**config.mk**
```make
export PLATFORM = sky130hd
export DESIGN_NAME = cpu_gen2_flat
export DESIGN_NICKNAME = d
export VERILOG_FILES = /design/src/rtl/cpu_gen2_if.sv /design/src/rtl/cpu_gen2.sv /design/src/flat_wrapper.sv
export SDC_FILE = /design/constraint.sdc
export NUM_CORES = 1
export LEC_CHECK = 0
export ABC_CLOCK_PERIOD_IN_PS = 1710
export BUFFER_PORTS_ARGS = -buffer_cell sky130_fd_sc_hd__buf_4
export CAP_MARGIN = 40
export CORE_ASPECT_RATIO = 0.5
export CORE_MARGIN = 4
export CORE_UTILIZATION = 51
export DETAILED_ROUTE_END_ITERATION = 6
export PLACE_DENSITY = 0.86
export SYNTH_ARGS = -nofsm -noshare
export SYNTH_HDL_FRONTEND = slang
export SYNTH_SLANG_ARGS = --single-unit
```
**constraint.sdc**
```tcl
create_clock -name clk -period 1.71 [get_ports clk]
set_clock_uncertainty 0.15 [all_clocks]
set_input_delay 0.171 -clock clk [delete_from_list [all_inputs] [get_ports clk]]
set_output_delay 0.171 -clock clk [all_outputs]
set_load 0.01 [all_outputs]
```
**src/rtl/cpu_gen2_if.sv**
```systemverilog
// Instruction-fetch bus between cpu_gen2 and its program memory.
// The memory may insert wait states by holding imem_valid low.
interface cpu_gen2_if #(
    parameter int DATA_W = 4,
    parameter int ADDR_W = 4
);
    logic [ADDR_W-1:0] imem_addr;
    logic              imem_req;
    logic              imem_valid;
    logic [DATA_W+3:0] imem_data;

    modport master (
        output imem_addr,
        output imem_req,
        input  imem_valid,
        input  imem_data
    );

    modport slave (
        input  imem_addr,
        input  imem_req,
        output imem_valid,
        output imem_data
    );
endinterface

```
**src/rtl/cpu_gen2.sv**
```systemverilog
// Parametrised accumulator CPU: A/B registers, carry flag, 4-bit opcodes,
// multi-channel switch inputs and registered LED outputs, wait-state fetch.
//
// state   | meaning
// --------+-------------------------------------------------------------
// S_FETCH | imem_req high; instruction executes on any edge with valid
// S_HALT  | imem_req low, all state frozen; only reset leaves
module cpu_gen2 #(
    parameter int DATA_W = 4,
    parameter int ADDR_W = 4,
    parameter int N_IN   = 1,
    parameter int N_OUT  = 1
) (
    input  logic                    clk,
    input  logic                    reset,
    cpu_gen2_if.master              imem,
    input  logic [N_IN*DATA_W-1:0]  switch,
    output logic [N_OUT*DATA_W-1:0] led,
    output logic                    halted
);
    typedef enum logic {
        S_FETCH = 1'b0,
        S_HALT  = 1'b1
    } state_t;

    localparam logic [3:0] OP_ADD_A  = 4'b0000;
    localparam logic [3:0] OP_MOV_AB = 4'b0001;
    localparam logic [3:0] OP_IN_A   = 4'b0010;
    localparam logic [3:0] OP_MOV_AI = 4'b0011;
    localparam logic [3:0] OP_MOV_BA = 4'b0100;
    localparam logic [3:0] OP_ADD_B  = 4'b0101;
    localparam logic [3:0] OP_IN_B   = 4'b0110;
    localparam logic [3:0] OP_MOV_BI = 4'b0111;
    localparam logic [3:0] OP_SUB_A  = 4'b1000;
    localparam logic [3:0] OP_OUT_B  = 4'b1001;
    localparam logic [3:0] OP_OUT_I  = 4'b1011;
    localparam logic [3:0] OP_HLT    = 4'b1100;
    localparam logic [3:0] OP_JNC    = 4'b1110;
    localparam logic [3:0] OP_JMP    = 4'b1111;

    state_t            state_q, state_d;
    logic [DATA_W-1:0] a_q, a_d;
    logic [DATA_W-1:0] b_q, b_d;
    logic              cf_q, cf_d;
    logic [ADDR_W-1:0] pc_q, pc_d;
    logic [DATA_W-1:0] out_q [N_OUT];
    logic [DATA_W-1:0] out_d [N_OUT];

    logic [3:0]        opcode;
    logic [DATA_W-1:0] imm;
    logic [DATA_W-1:0] in_sel;
    logic [ADDR_W-1:0] jmp_tgt;

    assign opcode  = imem.imem_data[DATA_W+3:DATA_W];
    assign imm     = imem.imem_data[DATA_W-1:0];
    // Jump target is the immediate zero-extended or truncated to the pc width.
    assign jmp_tgt = ADDR_W'(imm);

    assign imem.imem_addr = pc_q;
    assign imem.imem_req  = (state_q == S_FETCH);
    assign halted         = (state_q == S_HALT);

    genvar g;
    generate
        for (g = 0; g < N_OUT; g++) begin : g_led
            assign led[g*DATA_W +: DATA_W] = out_q[g];
        end
    endgenerate

    // Input channel mux; indices beyond the last channel read as zero.
    always_comb begin
        in_sel = '0;
        for (int k = 0; k < N_IN; k++) begin
            if (imm == DATA_W'(k)) begin
                in_sel = switch[k*DATA_W +: DATA_W];
            end
        end
    end

    // Next-state and execute logic; nothing moves unless fetching with valid data.
    always_comb begin
        state_d = state_q;
        a_d     = a_q;
        b_d     = b_q;
        cf_d    = cf_q;
        pc_d    = pc_q;
        out_d   = out_q;
        if (state_q == S_FETCH && imem.imem_valid) begin
            pc_d = pc_q + ADDR_W'(1);
            cf_d = 1'b0;
            unique case (opcode)
                OP_ADD_A:  {cf_d, a_d} = {1'b0, a_q} + {1'b0, imm};
                OP_ADD_B:  {cf_d, b_d} = {1'b0, b_q} + {1'b0, imm};
                OP_SUB_A: begin
                    a_d  = a_q - imm;
                    cf_d = (imm > a_q);
                end
                OP_MOV_AI: a_d = imm;
                OP_MOV_BI: b_d = imm;
                OP_MOV_AB: a_d = b_q;
                OP_MOV_BA: b_d = a_q;
                OP_IN_A:   a_d = in_sel;
                OP_IN_B:   b_d = in_sel;
                OP_OUT_B: begin
                    for (int k = 0; k < N_OUT; k++) begin
                        if (imm == DATA_W'(k)) begin
                            out_d[k] = b_q;
                        end
                    end
                end
                OP_OUT_I:  out_d[0] = imm;
                OP_JMP:    pc_d = jmp_tgt;
                OP_JNC: begin
                    if (!cf_q) begin
                        pc_d = jmp_tgt;
                    end
                end
                OP_HLT: begin
                    state_d = S_HALT;
                    pc_d    = pc_q;
                end
                default: ;
            endcase
        end
    end

    // State registers with synchronous reset.
    always_ff @(posedge clk) begin
        if (reset) begin
            state_q <= S_FETCH;
            a_q     <= '0;
            b_q     <= '0;
            cf_q    <= 1'b0;
            pc_q    <= '0;
            for (int k = 0; k < N_OUT; k++) begin
                out_q[k] <= '0;
            end
        end else begin
            state_q <= state_d;
            a_q     <= a_d;
            b_q     <= b_d;
            cf_q    <= cf_d;
            pc_q    <= pc_d;
            out_q   <= out_d;
        end
    end
endmodule

```
**src/flat_wrapper.sv**
```systemverilog
// flat-port wrapper written by rule: the top's interface ports become plain ports
module cpu_gen2_flat 
#(
    parameter int DATA_W = 4,
    parameter int ADDR_W = 4,
    parameter int N_IN   = 1,
    parameter int N_OUT  = 1
)
  (clk, reset, switch, led, halted, imem_imem_addr, imem_imem_req, imem_imem_valid, imem_imem_data);
  cpu_gen2_if #(.DATA_W(DATA_W), .ADDR_W(ADDR_W)) imem_i ();
  input  logic clk;
  input  logic reset;
  input  logic [N_IN*DATA_W-1:0] switch;
  output logic [N_OUT*DATA_W-1:0] led;
  output logic halted;
  output wire logic [$bits(imem_i.imem_addr)-1:0] imem_imem_addr;
  output wire logic [$bits(imem_i.imem_req)-1:0] imem_imem_req;
  input wire logic [$bits(imem_i.imem_valid)-1:0] imem_imem_valid;
  input wire logic [$bits(imem_i.imem_data)-1:0] imem_imem_data;
  assign imem_imem_addr = imem_i.imem_addr;
  assign imem_imem_req = imem_i.imem_req;
  assign imem_i.imem_valid = imem_imem_valid;
  assign imem_i.imem_data = imem_imem_data;
  cpu_gen2 #(.DATA_W(DATA_W), .ADDR_W(ADDR_W), .N_IN(N_IN), .N_OUT(N_OUT)) u_core (.clk(clk), .reset(reset), .imem(imem_i), .switch(switch), .led(led), .halted(halted));
endmodule
```
After elaboration in Yosys (flattened, before gate mapping)
Cells that the tools add are included.
{"block": "totals", "reg_bits": 18}
{"block": "op_classes", "n_mux": 8, "order_cmp": 1, "eq_ne": 14, "bitwise_logic": 2, "reduce_logical": 11, "addsub": 4}
{"op": "$eq 4x4->1 const B", "n": 6}
{"op": "$pmux 4 s5", "n": 1}
{"op": "$eq 4x3->1 const B", "n": 4}
{"op": "$pmux 4 s4", "n": 1}
{"op": "$mux 4", "n": 3}
{"op": "$pmux 4 s3", "n": 1}
{"op": "$add 4x4->5", "n": 2}
{"op": "$eq 4x2->1 const B", "n": 2}
{"op": "$logic_not 4->1", "n": 2}
{"op": "$pmux 4 s2", "n": 1}
{"op": "$reduce_and 2->1", "n": 4}
{"op": "$reduce_bool 5->1", "n": 1}
{"op": "$add 4x1->4 const B", "n": 1}
{"op": "$eq 4x1->1 const B", "n": 1}
{"op": "$gt 4x4->1", "n": 1}
{"op": "$reduce_bool 4->1", "n": 1}
{"op": "$sub 4x4->4", "n": 1}
{"op": "$pmux 1 s3", "n": 1}
{"op": "$reduce_and 3->1", "n": 1}
{"op": "$ne 2x1->1 const B", "n": 1}
{"op": "$not 1->1", "n": 2}
{"op": "$reduce_bool 2->1", "n": 1}
{"op": "$logic_and 1x1->1", "n": 1}

Logic depth before layout (Yosys ltp)
{"block": "logic_depth", "word_depth": 3, "mapped_depth": 8, "ltp_nobuf": 8}

Least setup slack after synthesis
Ideal clock, no wire load.
{"block": "synth_timing", "kind": "register to register", "start": "reg u_core.a_q[0]", "end": "reg u_core.a_q[1]", "period_less_slack_ps": 1805, "required_ps": 1443, "path_buffers": 0, "setup_ps": 117, "arrival_time_ps": 1537, "setup_slack_ps": -95, "stages_incl_launch_ff": 8, "path_cell_list": "dfxtp_1 -> inv_1 -> ha_1 -> inv_1 -> fa_1 -> nand2b_1 -> a22o_1 -> a32o_1"}
{"block": "synth_between", "elab_chain_cells": 2, "word_cells_on_any_way": 3}
{"element": "from (decl)", "line": "cpu_gen2.sv:42", "rtl": "logic [DATA_W-1:0] a_q, a_d;"}
{"element": "from (signal assigned)", "line": "cpu_gen2.sv:131", "rtl": "a_q <= '0;"}
{"element": "from (signal assigned)", "line": "cpu_gen2.sv:140", "rtl": "a_q <= a_d;"}
{"element": "$sub 4x4->4 / $add 4x4->5 (equally long branches)", "line": "cpu_gen2.sv:95, cpu_gen2.sv:92"}
{"element": "$pmux 4 s5 (*)", "line": "cpu_gen2.sv:91", "rtl": "unique case (opcode)"}
Every way passes the cells marked *; elsewhere a longest branch is shown, timed or not.
A chain may end at the register's enable or synchronous reset.

Worst setup path after layout
{"block": "layout_timing", "start": "reg u_core.a_q[0]", "end": "reg u_core.cf_q"}
{"block": "layout_between", "elab_chain_cells": 2, "word_cells_on_any_way": 3}
{"element": "$add 4x4->5 / $gt 4x4->1 (equally long branches)", "line": "cpu_gen2.sv:92, cpu_gen2.sv:96"}
{"element": "$pmux 1 s3 (*)", "line": "cpu_gen2.sv:91"}
{"element": "to (signal assigned)", "line": "cpu_gen2.sv:133", "rtl": "cf_q <= 1'b0;"}
{"element": "to (signal assigned)", "line": "cpu_gen2.sv:142", "rtl": "cf_q <= cf_d;"}
{"element": "to (decl)", "line": "cpu_gen2.sv:44", "rtl": "logic cf_q, cf_d;"}
Marks and branches as above.

==> reports/qor.txt <==
Final period utilization = 111.9%
Core area = 3030 um2
Most used DFF post-synth = dfxtp_1
Worst path max stage delay = 0.36 ns
Hold Vio Cnt, Final = 0
DIE AREA = 4234 um2
Met2 usage = 44.76%
Count of cell types in the netlist = 49
Initial drt markers = 213
Avg Cell Area, Syn = 8.062 um2
Width of the die = 88.11 um
Fin. max-slew vios = 0
Final WL = 5188 um
Post-synth net total = 234
Critical Path AT = 1.94 ns
Slew @ Worst Pin = 0.3855 ns
Initial core utilization = 54.00%
GRT Overall Usage = 25.00%
Count leader, synth = dfxtp_1
Power density over the cells = 578.9 nW/um2
Cts bufs inserted = 3
TritonCTS clock tree = built
DRT antenna net count = 0
Warnings, synthesis = 0
Kind of critical path = flip-flop to flip-flop
Share of post-route cells with drive strength above 1 = 30.52%
Most common cell type on the critical path = inv_2
Die height = 48.06 um
Final HPWL DP = 3834 um
RSZ-0062 raised after global routing = true
Grt met1 use = 29.38%
Worst setup SP type = flip-flop
Fmax = 522.5 MHz
Diode count = 0
Post-synth ARST share = 0%
EDFF count, synth = 0
GRT overflow = 0
GRT busiest layer = met2
Clk pin slew, worst setup/hold paths = 0.09 ns
Post-placement cell count = 284
WP data required = 1.74 ns
Initial antenna violation count = 0
Area after DPL = 2068 um2
Reg-to-reg startpoint = u_core.a_q[0]$_SDFFE_PP0P_
Worst-Skew Late Latency = 0.27 ns
Sequential share of the synthesized area = 22.02%
Max-cap violation count = 0
Slowest cell on the critical path = fa_2
# DRC = 0
DR pass1 iterations = 5
GPL Wtd Cong = 0.9337
R2r worst-path depth = 8
Status = finished with violations
CP Cell Sequence = inv_2 -> ha_4 -> inv_2 -> fa_2 -> a21o_1 -> a21oi_1 -> o211ai_1 -> a221oi_1
Hold EP = u_core.halted$_SDFFE_PP0P_
Root buf cell = clkbuf_8
Port bufs = 24
Crit Path Max Fanout = 3
Hold_sp = imem_imem_valid
Synth Register Bits = 18
Most area-hungry cell type in the Yosys netlist = dfxtp_1
Fill count = 221
Flop-to-flop setup slack = -0.20 ns
GRT met3 Usage = 5.842%
Top cell type's share of synthesized area = 22.02%
CP Capture Type = flip-flop
WL per Instance = 17.95 um
Final worst slack = -0.2038 ns
Hold Path Depth = 3
Hold Buf Count CTS = 0
Cells after synthesis = 203
Final setup viols = 4
Vias post-DR = 1826
Worst hold path class = input port to flip-flop
Post-layout min period = 1.914 ns
Layout Nets = 281
Failing checks = negative setup slack
Worst-case clock buffer depth = 2
End of the worst register-to-register path = u_core.cf_q$_SDFFE_PP0P_
Pin count of the biggest net entering global routing = 21
Post-route cell area = 2170 um2
Synth top cells by count = 18 x dfxtp_1, 16 x a21oi_1, 16 x nor2_1, 13 x ha_1, 13 x inv_1
First-pass GRT wire length = 7776 um
IO Count = 25
Rows = 14
Clock Sinks = 18
Overall power = 1.256 mW
Synthesized cell area = 1637 um2
Leak = 0.9655 nW
Relative slew slack = 74.30%
Peak supply drop = 0.3384 mV
Average vias per placed instance = 6.318
Vias in the first global route = 1617
H-tree depth = 1
Area Overhead vs Synth = 32.57%
Final std cells w/o fill = 289
Top cells by area, synth = dfxtp_1 22%, ha_1 9.9%, a21oi_1 4.9%, fa_1 3.7%, o21ai_0 3.7%
==> flip-flops by register name (all words and copies together), names as in the netlist <==
name and cells:
u_core.b_q 4, u_core.halted 1, u_core.cf_q 1, u_core.a_q 4
u_core.led 4, u_core.imem.imem_addr 4
==> final cells by class <==
type	count	area (um2)	share of cell area (%)
inverters	13	48.80	2.249
flip-flops and latches	18	364.1	16.78
clock buffers	4	55.05	2.537
well taps	40	50.05	2.307
multi-input cells	161	1225	56.46
repair buffers	53	426.7	19.67
==> layer usage <==
layer / routed length, um / part of all wire [%] / vias to the layer above
met3: 483 / 9.3 / 26
met1: 2192 / 42 / 822
li1: - / - / 845
met4: 181 / 3.5 / 0
met2: 2331 / 45 / 133
met5: 0 / 0 / -
==> timing repair <==
action                                  CTS  global route
pin swaps                                 5            10
setup buffers                             1             0
endpoints found under the setup margin    5             6
gates resized for setup                   2             8
==> cell families after synthesis <==
logic type                 after synthesis  synth area share (%)
buffers and inverters                   24                 7.492
xor gates and xnor gates                 3                 1.606
AOI/OAI and AO/OA                       68                 28.90
muxes                                    5                 3.135
DFF                                     18                 22.02
and+or+nand+nor                         69                 23.24
adders and majority gates               16                 13.61
==> worst max-delay path by stage <==
stage / start / slack, ns / end / cells after the start
6_report: u_core.a_q[0]$_SDFFE_PP0P_ / -0.20 / u_core.cf_q$_SDFFE_PP0P_ / 8
3_3_place_gp: imem_imem_data[0] / -0.1 / u_core.led[0]$_SDFFE_PP0P_ / 5
2_1_floorplan: u_core.a_q[0]$_SDFFE_PP0P_ / -0.08 / u_core.a_q[1]$_SDFFE_PP0P_ / 7
4_1_cts: u_core.a_q[0]$_SDFFE_PP0P_ / -0.15 / u_core.cf_q$_SDFFE_PP0P_ / 8
3_5_place_dp: imem_imem_data[0] / -0.17 / u_core.cf_q$_SDFFE_PP0P_ / 8
5_1_grt: u_core.a_q[0]$_SDFFE_PP0P_ / -0.23 / u_core.cf_q$_SDFFE_PP0P_ / 8
==> critical path, delay by kind of cell, from the launching register on <==
family	cells	cell delay (ns)
AOI/OAI and AO/OA	4	0.72
DFF	1	0.35
buffers and inverters	2	0.11
adders and majority gates	2	0.50
==> stage by stage <==
stage | hold WS (ns) | TNS [ns] | setup slack, ns | util (%)
floorplan | 0.1854 | -0.1005 | -0.08120 | -
global placement | 0.3124 | -0.7636 | -0.09746 | 68.25
detailed placement | 0.3252 | -1.106 | -0.1668 | 68.25
CTS | 0.04082 | -0.5172 | -0.1463 | 70.56
global route | 0.05169 | -0.7878 | -0.2271 | 71.59
finish | 0.03964 | -0.5958 | -0.2038 | 71.59
==> power by group <==
part           internal, mW  total [mW]  leakage, nW  switching (mW)
combinational         0.202       0.416        0.789           0.215
sequential            0.440       0.459        0.148          0.0195
clock                 0.206       0.381       0.0288           0.175
==> cell usage in the layout, fill, tap and decap left out, drive strengths merged, types with 2 or more instances in the layout <==
cell type and n:
a31oi 2, nand3 6, a221oi 2, a21boi 4
buf 53, nor2b 5, or3 4, o21ai 12
a21oi 16, mux2i 4, a211oi 8, a211o 2
a22o 2, a21o 5, nor3 3, dfxtp 18
nand2 8, clkbuf 4, nor2 16, o21a 2
nand3b 3, fa 3, ha 13, o221ai 2
a311oi 2, a32o 2, nand2b 5, and3 6
nor4 4, inv 13, nor3b 4, xnor2 3
Note: power is estimated with default switching activity, not from simulation.
